## src/rtl/order_manager_if.sv

```systemverilog
// Game-side bus of order_manager: phase/serve inputs and the score/order status outputs.
interface order_manager_if;
  logic [2:0]      game_state;
  logic            order_served;
  logic [7:0]      time_left;
  logic [9:0]      point_total;
  logic [3:0]      orders;
  logic [3:0][4:0] order_times;
  logic            game_over;

  modport master (
    output game_state, order_served,
    input  time_left, point_total, orders, order_times, game_over
  );

  modport slave (
    input  game_state, order_served,
    output time_left, point_total, orders, order_times, game_over
  );
endinterface

```

## src/rtl/order_manager.sv

```systemverilog
// Round timer, order queue (4 slots, slot 0 oldest) and score keeper for one game round.
// Optional macro ORDER_PENALTY_EN: expired orders cost EXPIRE_POINTS (score floors at 0).
module order_manager #(
  parameter int         CYCLES_PER_SEC = 65000000,
  parameter int         GAME_SECONDS   = 120,
  parameter int         ORDER_SECONDS  = 30,
  parameter int         ORDER_INTERVAL = 20,
  parameter int         SERVE_POINTS   = 20,
  parameter int         EXPIRE_POINTS  = 10,
  parameter logic [2:0] PLAY_STATE     = 3'd1
) (
  input  logic                  clock,
  input  logic                  reset,
  order_manager_if.slave        bus
);

  localparam logic [1:0] ST_IDLE = 2'd0;
  localparam logic [1:0] ST_RUN  = 2'd1;
  localparam logic [1:0] ST_DONE = 2'd2;

  localparam int CW  = (CYCLES_PER_SEC > 1) ? $clog2(CYCLES_PER_SEC) : 1;
  localparam int SPW = (ORDER_INTERVAL > 1) ? $clog2(ORDER_INTERVAL) : 1;
  localparam logic [CW-1:0]  CYC_LAST   = CW'(CYCLES_PER_SEC - 1);
  localparam logic [SPW-1:0] SPAWN_LAST = SPW'(ORDER_INTERVAL - 1);

`ifdef ORDER_PENALTY_EN
  localparam bit PENALTY_EN = 1'b1;
`else
  localparam bit PENALTY_EN = 1'b0;
`endif

  logic [1:0]      state_q, state_d;
  logic [7:0]      time_left_q, time_left_d;
  logic [9:0]      point_total_q, point_total_d;
  logic [3:0]      orders_q, orders_d;
  logic [3:0][4:0] order_times_q, order_times_d;
  logic            game_over_q, game_over_d;
  logic [CW-1:0]   cyc_q, cyc_d;
  logic [SPW-1:0]  spawn_q, spawn_d;
  logic            tick;

  // Drop slot 0 and move every younger order one slot toward the front.
  function automatic logic [3:0][4:0] pop_front(input logic [3:0][4:0] s);
    return {5'd0, s[3], s[2], s[1]};
  endfunction

  always_comb begin
    // NOTE: every variable gets its hold value first so no path leaves one unassigned (no latch).
    state_d       = state_q;
    time_left_d   = time_left_q;
    point_total_d = point_total_q;
    orders_d      = orders_q;
    order_times_d = order_times_q;
    game_over_d   = 1'b0;
    cyc_d         = cyc_q;
    spawn_d       = spawn_q;
    tick          = 1'b0;

    // NOTE: blocking assignments here are intentional; each step below sees the result of the one before.
    case (state_q)
      ST_IDLE: begin
        if (bus.game_state == PLAY_STATE) begin
          state_d          = ST_RUN;
          time_left_d      = 8'(GAME_SECONDS);
          point_total_d    = '0;
          orders_d         = 4'd1;
          order_times_d    = '0;
          order_times_d[0] = 5'(ORDER_SECONDS);
          cyc_d            = '0;
          spawn_d          = '0;
        end
      end

      ST_RUN: begin
        if (bus.game_state != PLAY_STATE) begin
          state_d = ST_IDLE;
        end else begin
          tick  = (cyc_q == CYC_LAST);
          cyc_d = tick ? '0 : cyc_q + CW'(1);

          if (bus.order_served && orders_d != 4'd0) begin
            order_times_d = pop_front(order_times_d);
            orders_d      = orders_d - 4'd1;
            if (int'(point_total_d) + SERVE_POINTS > 1023) point_total_d = 10'd1023;
            else                                            point_total_d = point_total_d + 10'(SERVE_POINTS);
          end

          if (tick) begin
            if (orders_d != 4'd0 && order_times_d[0] == 5'd1) begin
              order_times_d = pop_front(order_times_d);
              orders_d      = orders_d - 4'd1;
              if (PENALTY_EN) begin
                if (int'(point_total_d) < EXPIRE_POINTS) point_total_d = '0;
                else                                     point_total_d = point_total_d - 10'(EXPIRE_POINTS);
              end
            end
            for (int i = 0; i < 4; i++) begin
              if (i < int'(orders_d)) order_times_d[i] = order_times_d[i] - 5'd1;
            end

            // Spawn interval keeps running even when the queue is full.
            if (spawn_q == SPAWN_LAST) begin
              spawn_d = '0;
              if (orders_d < 4'd4) begin
                order_times_d[orders_d[1:0]] = 5'(ORDER_SECONDS);
                orders_d                     = orders_d + 4'd1;
              end
            end else begin
              spawn_d = spawn_q + SPW'(1);
            end

            time_left_d = time_left_q - 8'd1;
            if (time_left_q == 8'd1) begin
              state_d       = ST_DONE;
              game_over_d   = 1'b1;
              orders_d      = '0;
              order_times_d = '0;
            end
          end
        end
      end

      ST_DONE: begin
        if (bus.game_state != PLAY_STATE) state_d = ST_IDLE;
      end

      default: state_d = ST_IDLE;
    endcase
  end

  always_ff @(posedge clock) begin
    if (reset) begin
      state_q       <= ST_IDLE;
      time_left_q   <= '0;
      point_total_q <= '0;
      orders_q      <= '0;
      // NOTE: order_times is a four-entry flop array, not a RAM, so it is cleared with the rest.
      order_times_q <= '0;
      game_over_q   <= 1'b0;
      cyc_q         <= '0;
      spawn_q       <= '0;
    end else begin
      state_q       <= state_d;
      time_left_q   <= time_left_d;
      point_total_q <= point_total_d;
      orders_q      <= orders_d;
      order_times_q <= order_times_d;
      game_over_q   <= game_over_d;
      cyc_q         <= cyc_d;
      spawn_q       <= spawn_d;
    end
  end

  assign bus.time_left   = time_left_q;
  assign bus.point_total = point_total_q;
  assign bus.orders      = orders_q;
  assign bus.order_times = order_times_q;
  assign bus.game_over   = game_over_q;

endmodule

```

## src/flat_wrapper.sv

```systemverilog
// flat-port wrapper written by rule: the top's interface ports become plain ports
module order_manager_flat 
#(
  parameter int         CYCLES_PER_SEC = 65000000,
  parameter int         GAME_SECONDS   = 120,
  parameter int         ORDER_SECONDS  = 30,
  parameter int         ORDER_INTERVAL = 20,
  parameter int         SERVE_POINTS   = 20,
  parameter int         EXPIRE_POINTS  = 10,
  parameter logic [2:0] PLAY_STATE     = 3'd1
)
  (clock, reset, bus_game_state, bus_order_served, bus_time_left, bus_point_total, bus_orders, bus_order_times, bus_game_over);
  order_manager_if bus_i ();
  input  logic clock;
  input  logic reset;
  input wire logic [$bits(bus_i.game_state)-1:0] bus_game_state;
  input wire logic [$bits(bus_i.order_served)-1:0] bus_order_served;
  output wire logic [$bits(bus_i.time_left)-1:0] bus_time_left;
  output wire logic [$bits(bus_i.point_total)-1:0] bus_point_total;
  output wire logic [$bits(bus_i.orders)-1:0] bus_orders;
  output wire logic [$bits(bus_i.order_times)-1:0] bus_order_times;
  output wire logic [$bits(bus_i.game_over)-1:0] bus_game_over;
  assign bus_i.game_state = bus_game_state;
  assign bus_i.order_served = bus_order_served;
  assign bus_time_left = bus_i.time_left;
  assign bus_point_total = bus_i.point_total;
  assign bus_orders = bus_i.orders;
  assign bus_order_times = bus_i.order_times;
  assign bus_game_over = bus_i.game_over;
  order_manager #(.CYCLES_PER_SEC(CYCLES_PER_SEC), .GAME_SECONDS(GAME_SECONDS), .ORDER_SECONDS(ORDER_SECONDS), .ORDER_INTERVAL(ORDER_INTERVAL), .SERVE_POINTS(SERVE_POINTS), .EXPIRE_POINTS(EXPIRE_POINTS), .PLAY_STATE(PLAY_STATE)) u_core (.clock(clock), .reset(reset), .bus(bus_i));
endmodule
```

## config.mk

```make
export PLATFORM = sky130hd
export DESIGN_NAME = order_manager_flat
export DESIGN_NICKNAME = d
export VERILOG_FILES = /design/src/rtl/order_manager_if.sv /design/src/rtl/order_manager.sv /design/src/flat_wrapper.sv
export SDC_FILE = /design/constraint.sdc
export NUM_CORES = 1
export LEC_CHECK = 0
export ABC_AREA = 1
export CORE_ASPECT_RATIO = 0.75
export CORE_MARGIN = 2
export CORE_UTILIZATION = 30
export CTS_CLUSTER_DIAMETER = 100
export DETAILED_ROUTE_END_ITERATION = 10
export GPL_ROUTABILITY_DRIVEN = 1
export GPL_TIMING_DRIVEN = 0
export PLACE_DENSITY_LB_ADDON = 0.15
export SLEW_MARGIN = 20
export SYNTH_ARGS = -nofsm -noshare
export SYNTH_HDL_FRONTEND = slang
export SYNTH_SLANG_ARGS = --single-unit
```

## constraint.sdc

```tcl
create_clock -name clock -period 5.35 [get_ports clock]
set_input_delay 0.8025 -clock clock [delete_from_list [all_inputs] [get_ports clock]]
set_output_delay 0.8025 -clock clock [all_outputs]
set_load 0.05 [all_outputs]
```

==> impl_metrics.py, run 1 <==
metrics = {
    "status": {
        "outcome": "finished clean",
    },
    "critical_path": {
        "required_ps": 5550,
        "end_kind": "register",
        "start_kind": "primary input",
        "worstSetupPathType": "in2reg",
        "crit_fanout": 10,
        "arrival_ps": 4520,
    },
    "routing": {
        "routed_wl_um": 14990,
        "wl_per_cell_um": 14.55,
        "vias_per_cell": 4.727,
        "vias": 4869,
        "drc": 0,
        "dr.pass1.iters": 5,
        "drtAntennaViolNets": 0,
        "first_iter_violations": 347,
    },
    "clock_network": {
        "clkSinkCount": 75,
        "post_cts_buffers": 0,
        "hold_buffers": 0,
        "cts_buffers": 9,
        "root_buffer": "clkbuf_16",
        "cts_buffer_depth": 2,
        "cts_resized": 0,
        "path_clk_slew_ps": 60,
        "insertion_delay_ps": 350,
        "htree_levels": 3,
        "cts_tree": "done",
    },
    "layout": {
        "final_area_um2": 5992,
        "drive_gt1_share_pct": 8.415,
        "syn2layout_area_growth_pct": 21.33,
        "n_fill_cell": 1744,
        "multi_input_area_um2": 2840,
        "layout_common_cells": "nand2_1 (175), inv_1 (116), dfxtp_1 (75)",
        "final_common_cell": "nand2_1",
        "fin_nets": 832,
        "diodes": 0,
        "seq_area_um2": 1501,
    },
    "global_route": {
        "met1_usage_pct": 27.19,
        "grt_max_degree": 13,
        "grt_usage_pct": 17.31,
        "grt_util_met2_pct": 23.33,
        "grt.busiest_layer": "met1",
        "antenna_found_initial": 0,
        "grt_pass1_vias": 4313,
        "overflow": 0,
        "use_met3_pct": 3.732,
        "grt_first_pass_wirelength_um": 23550,
    },
    "logic_synthesis": {
        "synth_edf_count": 0,
        "ys_warn_count": 0,
        "ys_seq_area_share_pct": 30.40,
        "synth.ff_latch_count": 75,
        "syn_area_per_cell_um2": 6.524,
        "ys_top_cells_by_area": "dfxtp_1 (30%), nand2_1 (13%), inv_1 (8.8%)",
        "syn_nets": 774,
        "syn_area_um2": 4938,
        "yosysTopAreaCellShare_pct": 30.40,
        "synth_flop_cell": "dfxtp_1",
        "synthArstFlopShare_pct": 0,
        "yosys.area.top_type": "dfxtp_1",
        "yosysUniqueCellTypes": 46,
        "synthCells": 757,
    },
    "pwr": {
        "seqPwrFrac_pct": 40.1,
        "combPwrFrac_pct": 13.1,
        "p_sw_mw": 0.3813,
        "switching_share_pct": 26.74,
        "irDropWorstVdd_v": 0.0001673,
        "p_leak_nw": 2.355,
        "internal_power_mw": 1.044,
        "pwr-share-clk_pct": 46.8,
        "power_density_nw_per_um2": 237.9,
    },
    "placed_design": {
        "io_buffers": 47,
        "placed_cell_area_um2": 5672,
        "dp_hpwl_um": 11430,
        "place_congestion": 0.8573,
    },
    "sta": {
        "tightest_slew_ps": 823.3,
        "slew_headroom_pct": 44.91,
        "final-hold-violation-count": 0,
        "fmax_mhz": 231.2,
        "fin_setup_tns_ps": 0,
        "rsz0062_at_grt": "no",
        "post-route-min-period_ps": 4325,
        "setup_viol": 0,
        "timing.final.crit_share_pct": 80.84,
        "maxSlewViolCount": 0,
        "finClkSkew_ps": 4.873,
    },
    "floorplan": {
        "rows": 40,
        "io_pins": 49,
        "die_area_um2": 17510,
        "die_w_um": 152.2,
        "core_um2": 16070,
        "start_util_pct": 30.74,
        "die_h_um": 115.1,
    },
    "flow_run": {
        "drv_cap": 0,
    },
    "hold_path": {
        "hold_class": "reg2reg",
    },
}
## flip-flops by register name, indices dropped and copies added, names as in the netlist
name and count:
u_core.state_q 2, u_core.bus.orders 4, u_core.bus.point_total 9, u_core.cyc_q 26, u_core.bus.time_left 8, u_core.bus.order_times 20, u_core.spawn_q 5, u_core.bus.game_over 1
## per-stage QoR
stage	hold slack, ps	total power, mW	util (%)	setup WS [ps]	cells
6_report	473.3	1.426	37.30	1025	1030
5_1_grt	497.2	1.487	37.30	790.1	1030
4_1_cts	478.3	1.446	37.30	1100	1030
3_5_place_dp	467.3	0.7693	35.30	745.1	1014
3_3_place_gp	459.6	0.7699	35.30	714.3	1014
2_1_floorplan	433.6	0.7189	-	1644	757
## power groups by stage
stage | registers (mW) | logic, mW | clock network, mW
2_1_floorplan | 0.602 | 0.117 | 0
3_3_place_gp | 0.584 | 0.186 | 0
3_5_place_dp | 0.584 | 0.185 | 0
4_1_cts | 0.572 | 0.186 | 0.689
5_1_grt | 0.572 | 0.205 | 0.711
6_report | 0.572 | 0.187 | 0.668
## final timing paths
check | startpoint | to | slack (ps) | cells after the start
setup / recovery | bus_order_served | u_core.bus.order_times[2] | 1020 | 22
setup reg to reg | u_core.bus.orders[0] | u_core.bus.order_times[2] | 1340 | 24
hold / removal | u_core.cyc_q[17] | u_core.cyc_q[17] | 470 | 2
hold reg to reg | u_core.cyc_q[17] | u_core.cyc_q[17] | 470 | 2
## critical path, cell delays in order
cell,delay (ps)
clkdlybuf4s50_1,660
nand2_4,110
buf_12,160
inv_2,60
buf_6,150
nand2_1,80
nand2_2,110
ha_1,180
inv_1,40
nor2_1,170
nand3_2,170
nand3_4,140
buf_6,160
xor2_1,350
inv_1,130
ha_1,240
nand3_4,120
nor2_1,60
nor2_1,230
nand2_1,90
o21ai_1,190
a21oi_1,90
## metal layers
metal / share of wire [%] / vias to the layer above
li1: - / 2580
met1: 57 / 2168
met2: 37 / 112
met3: 4.8 / 9
met4: 0.81 / 0
met5: 0 / -
## synth_stat cells, types with 2 or more instances
cell type and number:
a31oi_1 9, a211oi_1 5, nand2_4 9, clkbuf_1 14
nor3_1 15, nor2_4 5, inv_2 4, buf_4 2
o211ai_1 4, nand3_2 5, o21ai_1 15, buf_6 4
ha_1 11, nand3_1 41, or2_2 3, inv_1 116
xnor2_1 2, nor3b_1 5, o22ai_1 10, dfxtp_1 75
nand2_2 8, a21oi_1 50, nand3b_1 3, o21a_1 5
nor2_2 4, nand3_4 2, xor2_1 9, nand4_1 19
nor4_1 5, nand2_1 175, nor2_1 71, o21ai_0 38
## final cells by class
class	instances	share of cell area [%]
multi-input cells	538	47.40
clock inverters	4	1.232
clock buffers	12	4.114
repair buffers	47	7.851
flip-flops and latches	75	25.06
inverters	122	7.663
plain buffers	22	2.297
well taps	210	4.385
## logic make-up (layout without fill, tap and decap cells)
group           after synthesis  in the layout  share of synthesized area [%]
simple gates                374            374                          36.58
flops                        75             75                          30.40
xor+xnor                     11             11                          1.951
fa+ha+maj                    11             11                          2.787
compound gates              142            142                          16.19
buf+inv                     144            207                          12.08
No activity file was read; power rests on OpenSTA's default activity.
==> run 2, diff against run 1 <==
==> constraint.sdc (replaced) <==
create_clock -name clock -period 3.5 [get_ports clock]
set_input_delay 0.525 -clock clock [delete_from_list [all_inputs] [get_ports clock]]
set_output_delay 0.525 -clock clock [all_outputs]
set_load 0.05 [all_outputs]
==> impl_metrics.py, run 2 (synthesis results as in run 1) <==
metrics = {
    "routing": {
        "routed_wl_um": 15320,
        "dr.pass1.iters": 5,
        "first_iter_violations": 365,
        "vias": 4991,
        "vias_per_cell": 4.785,
        "drc": 0,
        "wl_per_cell_um": 14.69,
        "drtAntennaViolNets": 0,
    },
    "pwr": {
        "p_sw_mw": 0.5907,
        "pwr-share-clk_pct": 47.7,
        "combPwrFrac_pct": 13.6,
        "internal_power_mw": 1.668,
        "power_mw": 2.258,
        "p_leak_nw": 2.442,
        "power_density_nw_per_um2": 364.4,
        "seqPwrFrac_pct": 38.7,
        "irDropWorstVdd_v": 0.0001866,
        "switching_share_pct": 26.16,
    },
    "global_route": {
        "grt_usage_pct": 17.76,
        "grt_max_degree": 13,
        "grt_first_pass_wirelength_um": 24400,
        "antenna_found_initial": 0,
        "grt_pass1_vias": 4421,
        "overflow": 0,
    },
    "layout": {
        "largest-register": "u_core.cyc_q",
        "final_area_um2": 6197,
        "drive_gt1_share_pct": 11.64,
        "largest_reg_flops": 26,
        "n_fill_cell": 1763,
        "final_common_cell": "nand2_1",
        "layout_common_cells": "nand2_1 (174), inv_1 (116), dfxtp_1 (73)",
        "syn2layout_area_growth_pct": 25.49,
        "seq_area_um2": 1504,
        "instances_no_fill": 1043,
        "diodes": 0,
        "fin_nets": 845,
        "multi_input_area_um2": 2903,
    },
    "sta": {
        "setup_viol": 0,
        "timing.final.crit_share_pct": 94.35,
        "finClkSkew_ps": 10.36,
        "slew_headroom_pct": 39.69,
        "fin_setup_tns_ps": 0,
        "post-route-min-period_ps": 3302,
        "maxSlewViolCount": 0,
        "fmax_mhz": 302.8,
        "tightest_slew_ps": 901.3,
        "final-hold-violation-count": 0,
        "rsz0062_at_grt": "no",
    },
    "clock_network": {
        "cts_buffers": 9,
        "cts_tree": "done",
        "path_clk_slew_ps": 60,
        "hold_buffers": 0,
        "root_buffer": "clkbuf_16",
        "clkSinkCount": 75,
        "insertion_delay_ps": 350,
        "htree_levels": 3,
        "cts_buffer_depth": 2,
    },
    "critical_path": {
        "crit_fanout": 10,
        "required_ps": 3710,
        "critPathSlowestCell": "dfxtp_2",
        "arrival_ps": 3510,
        "worstSetupPathType": "reg2reg",
        "start_kind": "register",
        "cp_cell_sequence": "inv_1 -> ha_2 -> nand2_4 -> nand2_4 -> buf_12 -> inv_2 -> buf_8 -> nand2_1 -> nand2_2 -> ha_1 -> inv_1 -> nor2_2 -> nand3_2 -> nand3_4 -> buf_12 -> xor2_4 -> buf_4 -> ha_2 -> nand3b_4 -> buf_4 -> xor2_1 -> a31oi_1 -> nor2_1",
        "slowest_delay_ps": 340,
        "end_kind": "register",
    },
    "floorplan": {
        "core_um2": 16070,
        "die_h_um": 115.1,
        "rows": 40,
        "die_area_um2": 17510,
        "die_w_um": 152.2,
        "start_util_pct": 30.74,
        "io_pins": 49,
    },
    "status": {
        "outcome": "finished clean",
    },
    "flow_run": {
        "drv_cap": 0,
    },
    "placed_design": {
        "dp_hpwl_um": 11630,
        "io_buffers": 47,
        "placed_cell_area_um2": 5674,
        "place_congestion": 0.8674,
        "placed_cells": 1014,
    },
    "hold_path": {
        "hold_class": "reg2reg",
    },
}
## run 2: changes by cell type in the layout (fill, tap and decap cells not counted), sizes merged
cell,change
clkinv,-2
clkbuf,+1
clkinvlp,+1
clkdlybuf4s50,-1
dlygate4sd2,+1
buf,+13
## run 2: path summary, 6_finish.rpt
kind	slack (ps)	endpoint	from	depth (start not counted)
max	200	u_core.bus.order_times[10]	u_core.bus.orders[0]	23
min	470	u_core.cyc_q[19]	u_core.cyc_q[19]	2
max reg2reg	200	u_core.bus.order_times[10]	u_core.bus.orders[0]	23
min reg2reg	470	u_core.cyc_q[19]	u_core.cyc_q[19]	2
## run 2: metal layers
layer  global-route usage (%)  vias up  wire [µm]
li1                         -     2608          -
met4                    4.112        0        163
met1                    27.70     2259       8687
met2                    23.96      113       5754
met3                    4.410       11        711
met5                        0        -          0
## run 2: per-stage QoR
step                utilization [%]  setup WS, ps  hold slack [ps]
finish                        38.57         197.9            468.5
global route                  38.57         1.631            486.4
CTS                           37.94         2.990            472.5
detailed placement            35.32        -795.9            462.1
global placement              35.32        -841.5            457.4
floorplan                         -        0.4243            433.6
## run 2: what timing repair did
item                       in CTS  in global routing
gates resized for setup         9                 11
setup endpoints to repair      16                 16
hold endpoints to repair        0                  0
buffers inserted                5                  8
pin swaps                       2                  5
## run 2: final cells by class
| type | count | share of cell area (%) |
|---|---|---|
| timing repair buffer | 60 | 9.146 |
| buffer | 22 | 2.483 |
| clock buffer | 13 | 4.523 |
| multi-input combinational | 538 | 46.84 |
| inverter | 122 | 7.410 |
| clock inverter | 3 | 1.090 |
| tap | 210 | 4.240 |
| sequential | 75 | 24.27 |
## run 2: worst max-delay path: cells and delay by family, from the launching register on
| kind | cells | cell delay, ps |
|---|---|---|
| XOR/XNOR | 2 | 280 |
| flip-flops | 1 | 340 |
| AND/OR/NAND/NOR | 9 | 820 |
| AO/OA/AOI/OAI | 1 | 160 |
| buffers and inverters | 8 | 960 |
| adder cells (fa/ha/maj) | 3 | 600 |
## run 2: power groups by stage
| stage | Clock [mW] | Combinational, mW | Sequential [mW] |
|---|---|---|---|
| after floorplan | 0 | 0.179 | 0.920 |
| after global placement | 0 | 0.284 | 0.893 |
| after detailed placement | 0 | 0.284 | 0.893 |
| after CTS | 1.11 | 0.297 | 0.874 |
| after global routing | 1.15 | 0.335 | 0.875 |
| final | 1.08 | 0.307 | 0.874 |
==> run 3, diff against run 2 <==
--- a/config.mk
+++ b/config.mk
@@ -9,7 +9,7 @@
 export CORE_ASPECT_RATIO = 0.75
 export CORE_MARGIN = 2
 export CORE_UTILIZATION = 30
-export CTS_CLUSTER_DIAMETER = 100
+export CTS_CLUSTER_DIAMETER = 120
 export DETAILED_ROUTE_END_ITERATION = 10
 export GPL_ROUTABILITY_DRIVEN = 1
 export GPL_TIMING_DRIVEN = 0
==> results of run 3 <==
The final DEF is identical to that of run 2; final timing and power are the same.
